### src/rtl/filter_phase_stall_watchdog.sv
// Stall watchdog for the filter_phase core: times per-channel blocked runs, pulses
// core_rst on a timeout, waits for the core to go idle, then re-arms.
module filter_phase_stall_watchdog #(
    parameter int unsigned NUM_CH     = 2,
    parameter int unsigned CNT_W      = 16,
    parameter int unsigned RST_CYCLES = 8
) (
    input  logic              clock,
    input  logic              reset,
    input  logic              enable,
    input  logic [CNT_W-1:0]  timeout_cycles,
    input  logic [NUM_CH-1:0] block_sigs,
    input  logic              core_idle,
    input  logic              clear,
    output logic              core_rst,
    output logic              timed_out,
    output logic [NUM_CH-1:0] stall_chan,
    output logic [7:0]        event_count,
    output logic              busy
);

    localparam int unsigned FW = (RST_CYCLES > 1) ? $clog2(RST_CYCLES) : 1;

    localparam logic [1:0] S_IDLE  = 2'd0;
    localparam logic [1:0] S_ARMED = 2'd1;
    localparam logic [1:0] S_FLUSH = 2'd2;
    localparam logic [1:0] S_WAIT  = 2'd3;

    logic [1:0]        state_r;
    logic [1:0]        state_next_s;
    logic [FW-1:0]     flush_cnt_r;
    logic [CNT_W-1:0]  cnt_r [NUM_CH];
    logic [NUM_CH-1:0] trip_s;

    function automatic logic [7:0] sat_inc8(input logic [7:0] value);
        if (value == 8'hFF) begin
            sat_inc8 = value;
        end else begin
            sat_inc8 = value + 8'd1;
        end
    endfunction

    // Per-channel trip: the current cycle completes timeout_cycles consecutive blocked cycles
    always_comb begin
        trip_s = '0;
        for (int i = 0; i < int'(NUM_CH); i++) begin
            if ((state_r == S_ARMED) && block_sigs[i] && (timeout_cycles != '0)
                && (cnt_r[i] >= (timeout_cycles - CNT_W'(1)))) begin
                trip_s[i] = 1'b1;
            end else begin
                trip_s[i] = 1'b0;
            end
        end
    end

    // Next-state logic; enable only gates the IDLE/ARMED decisions, never a recovery in progress
    always_comb begin
        state_next_s = state_r;
        case (state_r)
            S_IDLE: begin
                if (enable) state_next_s = S_ARMED;
                else        state_next_s = S_IDLE;
            end
            S_ARMED: begin
                if (|trip_s)      state_next_s = S_FLUSH;
                else if (!enable) state_next_s = S_IDLE;
                else              state_next_s = S_ARMED;
            end
            S_FLUSH: begin
                if (flush_cnt_r == FW'(RST_CYCLES - 1)) state_next_s = S_WAIT;
                else                                    state_next_s = S_FLUSH;
            end
            S_WAIT: begin
                if (core_idle && enable)  state_next_s = S_ARMED;
                else if (core_idle)       state_next_s = S_IDLE;
                else                      state_next_s = S_WAIT;
            end
            default: state_next_s = S_IDLE;
        endcase
    end

    // Per-channel consecutive-blocked counters, saturating, only live while armed
    always_ff @(posedge clock) begin
        for (int i = 0; i < int'(NUM_CH); i++) begin
            if (reset) begin
                cnt_r[i] <= '0;
            end else if ((state_r == S_ARMED) && block_sigs[i]) begin
                if (cnt_r[i] == {CNT_W{1'b1}}) cnt_r[i] <= cnt_r[i];
                else                           cnt_r[i] <= cnt_r[i] + CNT_W'(1);
            end else begin
                cnt_r[i] <= '0;
            end
        end
    end

    // State, flush timer and registered outputs; a trip outranks a coincident clear
    always_ff @(posedge clock) begin
        if (reset) begin
            state_r     <= S_IDLE;
            flush_cnt_r <= '0;
            core_rst    <= 1'b0;
            busy        <= 1'b0;
            timed_out   <= 1'b0;
            stall_chan  <= '0;
            event_count <= 8'd0;
        end else begin
            state_r  <= state_next_s;
            core_rst <= (state_next_s == S_FLUSH);
            busy     <= (state_next_s == S_FLUSH) || (state_next_s == S_WAIT);
            if ((state_r == S_FLUSH) && (state_next_s == S_FLUSH)) begin
                flush_cnt_r <= flush_cnt_r + FW'(1);
            end else begin
                flush_cnt_r <= '0;
            end
            if (|trip_s) begin
                timed_out   <= 1'b1;
                stall_chan  <= clear ? trip_s : (stall_chan | trip_s);
                event_count <= sat_inc8(event_count);
            end else if (clear) begin
                timed_out   <= 1'b0;
                stall_chan  <= '0;
                event_count <= event_count;
            end else begin
                timed_out   <= timed_out;
                stall_chan  <= stall_chan;
                event_count <= event_count;
            end
        end
    end

endmodule

### config.mk
export PLATFORM = sky130hd
export DESIGN_NAME = filter_phase_stall_watchdog
export DESIGN_NICKNAME = d
export VERILOG_FILES = /design/src/rtl/filter_phase_stall_watchdog.sv
export SDC_FILE = /design/constraint.sdc
export NUM_CORES = 1
export LEC_CHECK = 0
export CORE_ASPECT_RATIO = 0.75
export CORE_MARGIN = 3
export CORE_UTILIZATION = 45
export DETAILED_ROUTE_END_ITERATION = 8
export HOLD_SLACK_MARGIN = 0.15
export PLACE_DENSITY = 0.79
export SLEW_MARGIN = 20
export SYNTH_ARGS = -nofsm -noshare
export SYNTH_HDL_FRONTEND = slang
export SYNTH_SLANG_ARGS = --single-unit
export TNS_END_PERCENT = 1
### constraint.sdc
create_clock -name clock -period 3.8 [get_ports clock]
set_input_delay 0.76 -clock clock [delete_from_list [all_inputs] [get_ports clock]]
set_output_delay 0.76 -clock clock [all_outputs]
set_load 0.02 [all_outputs]
# == Word-level counts from Yosys, hierarchy flattened ==
# Memory sizes are Yosys's and may differ from the RTL's.
# Index checks and enable logic that the tools add are counted.
# op_classes
n_addsub,5
order_cmp,2
eq_ne,9
mux,43
bitwise_logic,9
n_reduce_logical,15
# ops
op,count
$mux 16,6
$add 16x1->16 const B,2
$eq 16x16->1 const B,2
$ge 16x16->1,2
$mux 1,30
$reduce_bool 16->1,1
$sub 16x1->16 const B,1
$mux 2,6
$add 8x1->8 const B,1
$eq 2x2->1 const B,4
$eq 8x8->1 const B,1
$logic_and 1x1->1,8
$pmux 2 s4,1
$or 1x1->1,6
$reduce_or 2->1,2
$add 3x1->3 const B,1
$eq 3x3->1 const B,1
$eq 2x1->1 const B,1
$logic_not 2->1,1
$not 1->1,2
$or 2x2->2,1
$reduce_and 2->1,1
$reduce_bool 2->1,1
$logic_or 1x1->1,1
# word_totals
ff_bits,18
ram_bits,32
output_inout_bits,13
mem_count,1
# mem_list
memory,words,word_bits,rd,rd_clocked_by_memory_dff,write_ports,line_no,rtl
cnt_r,2,16,2,0,2,32,logic [CNT_W-1:0] cnt_r [NUM_CH];

# == Depth between registers and ports, before layout ==
# Gate-level depths: netlist of the first run.
# depth
word_depth,12
mapped_depth,16

# == Least setup slack after synthesis of the first run ==
# OpenSTA, ideal clock, no wires.
# synth_timing
path_kind,input to register
start,in timeout_cycles[0]
end,reg event_count[1]
arrival_ns,3.943
required_ns,3.672
path_slack_ns,-0.271
cell_stages,16
n_path_buf,1
cell_sequence,or3_1 nor3_1 nand2b_1 or3_1 nor3_1 xnor2_1 ha_1 a21o_1 a21o_1 a221o_1 a41oi_2 o22ai_1 o21ai_2 buf_6 mux2i_1 nor2_1
# synth_via
elab_chain_cells,6
# synth_rtl
element,line_no,rtl
from (decl),11,"input logic [CNT_W-1:0] timeout_cycles,"
$sub 16x1->16 or $reduce_bool 16->1 (tied branches),"48, 47",
$ge 16x16->1 or $logic_and 1x1->1 (tied branches),"48, 47",
$logic_and 1x1->1,48,&& (cnt_r[i] >= (timeout_cycles - CNT_W'(1)))) begin
$mux 1,47,if ((state_r == S_ARMED) && block_sigs[i] && (timeout_cycles != '0)
$reduce_or 2->1 *,115,if (|trip_s) begin
$reduce_and 2->1 (no line) *,--,
to (signal assigned),118,event_count <= sat_inc8(event_count);
to (signal assigned),122,event_count <= event_count;
to (signal assigned),126,event_count <= event_count;
to (decl),18,"output logic [7:0] event_count,"
# Mark *: on every way between the ends. The rest lies on a longest branch, timed or not.
# A chain may end at the register's enable or synchronous reset.

# == Worst setup path after layout of the first run ==
# layout_timing
start,in timeout_cycles[1]
end,reg event_count[1]
# The elaborated chain is that of the path after synthesis.

==> results of run 1 <==
-- flip-flops by register name (all words and copies together) (netlist names) --
register     count
cnt_r           32
event_count      8
flush_cnt_r      3
stall_chan       2
state_r          2
busy             1
core_rst         1
timed_out        1
-- cell type report --
cell class	instances	area, sq um	share of cell area, %
sequential	50	1321	30.76
clock buffer	7	86.33	2.010
inverter	10	37.54	0.8739
timing repair buffer	76	648.1	15.09
multi-input combinational	280	2074	48.30
tap	98	122.6	2.855
clock inverter	1	5.005	0.1165
-- repair_timing --
item                       CTS  global route
resized for setup           38             8
gates cloned                 1             0
pin swaps                   20            15
setup buffers                5             1
hold buffers                 0             0
setup endpoints to repair   15            13
-- final timing paths --
check	start	endpoint	slack [ns]
worst max-delay path	timeout_cycles[1]	event_count[1]	-0.14
worst min-delay path	flush_cnt_r[0]	flush_cnt_r[0]	0.44
worst max register to register	cnt_r[1][0]	event_count[1]	1.09
worst min register to register	flush_cnt_r[0]	flush_cnt_r[0]	0.44
-- stage by stage --
stage / hold WS (ns) / setup slack, ns / area (sq um)
2_1_floorplan: 0.4071 / -0.1538 / 3354
3_3_place_gp: 0.4213 / -0.6950 / 4056
3_5_place_dp: 0.4263 / -0.8298 / 4056
4_1_cts: 0.4431 / -0.05723 / 4257
5_1_grt: 0.4551 / -0.2702 / 4295
6_report: 0.4397 / -0.1351 / 4295
-- cells by family (layout without fill, tap and decap cells) --
family	after synthesis	count (layout)	share of synthesized area (%)
AO/OA/AOI/OAI	57	57	11.00
multiplexers	1	1	0.2993
buffers and inverters	15	94	1.908
AND/OR/NAND/NOR	145	145	22.86
adder cells (fa/ha/maj)	36	36	13.47
flip-flops	50	50	39.51
XOR/XNOR	41	41	10.96
-- cell usage after synthesis (all sizes together) --
library cell,number,share of area [%]
a221o,2,0.60
o21ba,1,0.30
buf,1,0.34
a21o,4,0.90
or4,2,0.56
nand3,18,2.7
and2,4,0.75
mux2i,1,0.30
o22ai,3,0.56
nand2,25,2.9
a211oi,1,0.37
a221oi,2,0.52
clkbuf,4,0.45
nor2b,3,0.56
nor3,8,1.5
inv,10,1.1
xnor2,18,4.9
a21oi,22,3.3
or3,12,2.2
or3b,2,0.52
nor3b,1,0.22
o21ai,14,2.2
or2,1,0.19
o2111ai,2,0.52
and4,3,0.79
a41oi,2,0.75
xor2,23,6.0
edfxtp,32,29
o211ai,2,0.45
ha,36,13
a211o,2,0.52
dfxtp,18,11
or4b,1,0.41
nor4,4,0.94
nand2b,4,0.75
nand4,7,1.3
nor2,39,4.5
and3,11,2.1
-- power groups by stage --
stage | clock network [uW] | logic [uW] | registers, uW
after floorplan | 0 | 44.1 | 585
after global placement | 0 | 104 | 586
after detailed placement | 0 | 110 | 586
after CTS | 321 | 114 | 573
after global routing | 342 | 130 | 573
final | 315 | 119 | 573
-- routing by layer --
| metal | vias to the layer above | wire (microns) | track usage, % |
|---|---|---|---|
| li1 | 1428 | - | - |
| met1 | 1396 | 3684 | 25.97 |
| met2 | 62 | 4063 | 33.84 |
| met3 | 10 | 398 | 3.855 |
| met4 | 0 | 97 | 5.045 |
| met5 | - | 0 | 0 |
==> impl_results.md, run 1 <==
- Worst path setup slack after routing: -0.1351 ns
- Clock tree root buffer cell: clkbuf_8
- Fillers: ~560
- CP max-delay cell: or3_4
- Worst-path cell chain: buf_6, or3_4, nor3_4, nand2b_1, or3_4, nor3_4, xnor2_2, ha_1, a21o_1, a21o_1, a221o_1, a41oi_2, o22ai_2, o21ai_2, buf_6, mux2i_1, nor2_1
- Initial antenna violation count: 0
- Reg power frac: between 50 and 60%
- CTS tree: done
- Die area: 8513 sq um
- Cts bufs inserted: 5
- Final setup vio count: 6
- Routed Antenna Nets: 0
- Clock transition at path regs: ~0.090 ns
- Design Power: around 1000 uW
- Final Cycle Share: 103.6%
- Status: finished, violations left
- Drc violations: 0
- R2R depth: 11
- Hold Fails Final Rpt: 0
- YS warnings: 0
- Net Sw Frac: roughly 23%
- Initial Util: between 40 and 50%
- Stages on worst setup path: 17
- Sequential fraction of the synthesis area: between 30% and 40%
- DR iter-0 viols: approximately 140
- N_diodes: 0
- CORE AREA: 6994 sq um
- Mapped Area: around 3300 sq um
- Worst-margin pin slew: 0.4881 ns
- VDD IR max: ~0.00017 V
- First drt pass iteration count: 5
- P_int: about 800 uW
- Leak Pwr: approximately 0.0017 uW
- GRT Util Overall: slightly below 20%
- Syn Area/Cell: approximately 9.7 sq um
- Worst Hold Path Cells: 1
- Slowest stage delay, CP: approximately 0.42 ns
- Total power per unit cell area: around 230 nW/um^2
- DP Wirelength: around 6300 microns
- Port Buffers: 35
- Setup crit start kind: primary input
- Worst relative slew slack: 67.38%
- Syn Nets: a little over 400
- H-tree levels: 2
- Max Root-Sink Buffers: 2
- Clock Skew: 0.005398 ns
- Post-Syn Instances: approximately 350
- Remaining Overflow, GRT: 0
- Share of total power in the clock network: around 31%
- Share of cells above drive strength 1: around a fifth
- Gate power share: between 10% and 20%
- CP max FO: 6
- Max Clk Rate: 254.1 MHz
- Setup TNS: -0.3565 ns
- Failing checks: setup timing
- Final nets: a little under 500
- Period minus WS final: just under 4 ns
- Kind of end point of the critical path: flop
- Synth cell types: 47
- Die H: ~81 microns
- Crit path max-delay family: simple AND/OR/NAND/NOR gates
- Vias post-DR: ~2900
- Most frequent cells in the layout: 39 x buf_4, 37 x nor2_1, 35 x ha_1
- Syn-to-layout area delta: 28.43%
- TritonCTS Sinks: 50
- Post-DR wirelength/cell: roughly 16 microns
- Max Cap Viol: 0
- Final Util: 61.41%
- I/O pin cnt: 36
- First-pass GRT wire length: about 14000 microns
- Via-per-instance ratio: roughly 5.5
- Most common cell after layout, fill and taps aside: buf_4
- Clk_lat worst skew: 0.29 ns
- Largest net degree at the start of global routing: 18
- CP Buf/Inv Count: 2
- Cells after DPL: 507
- Net Sw Power: 227.6 uW
- Die Wd: roughly 110 microns
- Worst Path Required: ~4.0 ns
- Total wire length: slightly above 8000 microns
- Crit Path Category: in -> reg
- Final GP Congestion: 0.8511
- Max-slew violation count: 0
- Seq cells post-synth: 50
- Fin cells: approximately 520
- CP Data Arrival Time: 4.12 ns
- Std-Cell Rows: 26
- Vias in the first global route: around 2900
- Unrepaired setup endpoints after global routing: yes
- Class of the worst hold path: reg -> reg
Note: power is estimated with default switching activity, not from simulation.
==> inputs of run 2 (changes only) <==
--- a/config.mk
+++ b/config.mk
@@ -5,13 +5,13 @@
 export SDC_FILE = /design/constraint.sdc
 export NUM_CORES = 1
 export LEC_CHECK = 0
+export ABC_CLOCK_PERIOD_IN_PS = 3800
 export CORE_ASPECT_RATIO = 0.75
 export CORE_MARGIN = 3
 export CORE_UTILIZATION = 45
 export DETAILED_ROUTE_END_ITERATION = 8
 export HOLD_SLACK_MARGIN = 0.15
 export PLACE_DENSITY = 0.79
-export SLEW_MARGIN = 20
 export SYNTH_ARGS = -nofsm -noshare
 export SYNTH_HDL_FRONTEND = slang
 export SYNTH_SLANG_ARGS = --single-unit
==> results of run 2 <==
Same layout as run 1: the final DEF is identical, and so are final timing and power.
==> inputs of run 3 (changes only) <==
--- a/config.mk
+++ b/config.mk
@@ -12,6 +12,7 @@
 export DETAILED_ROUTE_END_ITERATION = 8
 export HOLD_SLACK_MARGIN = 0.15
 export PLACE_DENSITY = 0.79
+export REMOVE_ABC_BUFFERS = 1
 export SYNTH_ARGS = -nofsm -noshare
 export SYNTH_HDL_FRONTEND = slang
 export SYNTH_SLANG_ARGS = --single-unit
==> run 3 against run 2 <==
The flow still finishes with violations (setup timing). Utilization is 0.52 points higher. Critical path depth is 2 lower. Worst setup slack better by 0.072 ns. Sequential share of layout area is 0.26 points lower. Cell count stayed put. Die area stayed put. Maximum frequency is 1.9% higher. Clock skew is 0.0063 ns higher. Count of clock-buffer cells in the layout is 1 higher. Routed wire length is 2.4% lower. Critical path type unchanged. Largest power group unchanged.
==> impl_results.md, run 3 (synthesis results as in run 1) <==
- Status: finished, violations left
- Failing checks: setup timing
- Top flop regs: cnt_r (32), event_count (8), flush_cnt_r (3)
- Die Wd: roughly 110 microns
- Std-Cell Rows: 26
- Cts bufs inserted: 5
- Total power per unit cell area: 253.3 nW/um^2
- R2R depth: 10
- I/O pin cnt: 36
- Unrepaired setup endpoints after global routing: yes
- Hold Fails Final Rpt: 0
- GRT Util Overall: between 10% and 20%
- CP most frequent cell: a21o_1
- CTS tree: done
- First drt pass iteration count: 5
- Max Clk Rate: approximately 260 MHz
- Period minus WS final: slightly below 4 ns
- FF-to-FF End: event_count[7]
- Vias post-DR: approximately 2900
- VDD IR max: approximately 0.00024 V
- Reg2Reg Launch Point: cnt_r[0][5]
- CORE AREA: roughly 7000 sq um
- Crit Path Category: in -> reg
- Hold Path Origin: flush_cnt_r[0]
- Cells after DPL: between 500 and 600
- Initial antenna violation count: 0
- Max-slew violation count: 0
- Setup crit start kind: primary input
- Crit path max-delay family: compound AO/OA/AOI/OAI gates
- Total wire length: about 8000 microns
- Worst-margin pin slew: roughly 0.5 ns
- Clock transition at path regs: 0.09 ns
- Final GP Congestion: between 0.8 and 0.9
- Drc violations: 0
- Syn-to-layout area delta: 29.52%
- Most frequent cells in the layout: 39 x buf_4, 37 x nor2_1, 36 x ha_1
- DR iter-0 viols: around 110
- Worst Hold Path Cells: 1
- Largest net degree at the start of global routing: 18
- Port Buffers: 35
- Worst-path cell chain: clkdlybuf4s15_1, or4_4, or3_4, nor3_4, xnor2_2, ha_1, a21o_1, a21o_1, a221o_1, a41oi_2, o22ai_2, o21ai_2, buf_6, mux2i_1, nor2_1
- Worst path setup slack after routing: -0.06263 ns
- Vias in the first global route: 2720
- Remaining Overflow, GRT: 0
- Dpl cell area: about 4100 sq um
- Clock tree root buffer cell: clkbuf_8
- Worst Path Required: roughly 4 ns
- CP Buf/Inv Count: 2
- Initial Util: a little under half
- Leak Pwr: approximately 0.0017 uW
- Top reg by flops: cnt_r
- Final nets: slightly below 500
- Hold Crit Endpoint: flush_cnt_r[0]
- Max FFs per register: 32
- Worst R2R Setup Slack: around 1.3 ns
- First-pass GRT wire length: approximately 13000 microns
- Slowest stage delay, CP: roughly 0.55 ns
- Hold Worst Slack: 0.4521 ns
- Via-per-instance ratio: 5.504
- Share of cells above drive strength 1: approximately a fifth
- Final Cycle Share: 101.6%
- Die area: 8513 sq um
- N_diodes: 0
- H-tree levels: 2
- DP Wirelength: between 5000 and 6000 microns
- Clk_lat worst skew: between 0.3 and 0.4 ns
- Clock Skew: about 0.012 ns
- CP Data Arrival Time: between 4 and 5 ns
- CP max FO: 6
- Design Area, Final: between 4000 and 5000 sq um
- Class of the worst hold path: reg -> reg
- Routed Antenna Nets: 0
- Max Cap Viol: 0
- TritonCTS Sinks: 50
- CP max-delay cell: or4_4
- Post-DR wirelength/cell: 15.42 microns
- Most common cell after layout, fill and taps aside: buf_4
- Final setup vio count: 7
- Worst relative slew slack: 66.51%
- Max Root-Sink Buffers: 2
- Kind of end point of the critical path: flop
- Die H: approximately 81 microns
- Fin cells: around 520
- Design Power: roughly 1100 uW
==> run 3: report_power, final <==
group / internal, uW / switching, uW / total [uW]
Sequential: 572 / 1.58 / 573
Combinational: 59.9 / 58.5 / 118
Clock: 228 / 178 / 406
Total: 859 / 238 / 1100
==> run 3: metrics by stage <==
stage               worst slack (ns)  util, %  setup TNS [ns]
CTS                         -0.06062    61.20         -0.1761
floorplan                    -0.3105        -          -2.699
finish                      -0.06263    61.93         -0.2174
detailed placement           -0.9150    58.07          -11.90
global route                 -0.1701    61.93          -1.129
global placement             -0.7344    58.07          -9.365
==> run 3: layout make-up <==
cell class / count / area (sq um)
Multi-Input combinational cell: 280 / 2063
Clock buffer: 8 / 132.6
Tap cell: 98 / 122.6
Fill cell: 565 / 2663
Inverter: 10 / 37.54
Timing Repair Buffer: 76 / 654.4
Sequential cell: 50 / 1321
==> run 3: metal layers <==
metal	up-vias	wire (microns)	GRT usage (%)
met5	-	0	0
met4	0	97	3.622
met3	13	353	3.133
met2	70	3918	31.55
met1	1363	3680	25.01
li1	1427	-	-
==> run 3: timing repair <==
item                       4_1_cts  5_1_grt
hold buffers                     0        0
pin swaps                       17        9
gates cloned                     1        0
setup endpoints to repair       15       12
setup buffers                    2        2
resized for setup               37        7
==> run 3: how the worst max path moves through the flow <==
stage               slack (ns)               from        endpoint  cells past startpoint
floorplan                -0.31  timeout_cycles[0]  event_count[1]                     15
global placement         -0.73  timeout_cycles[0]  event_count[1]                     17
detailed placement       -0.91  timeout_cycles[0]  event_count[1]                     17
CTS                      -0.06  timeout_cycles[1]  event_count[1]                     17
global route             -0.17  timeout_cycles[3]  event_count[1]                     14
finish                   -0.06  timeout_cycles[8]  event_count[1]                     15
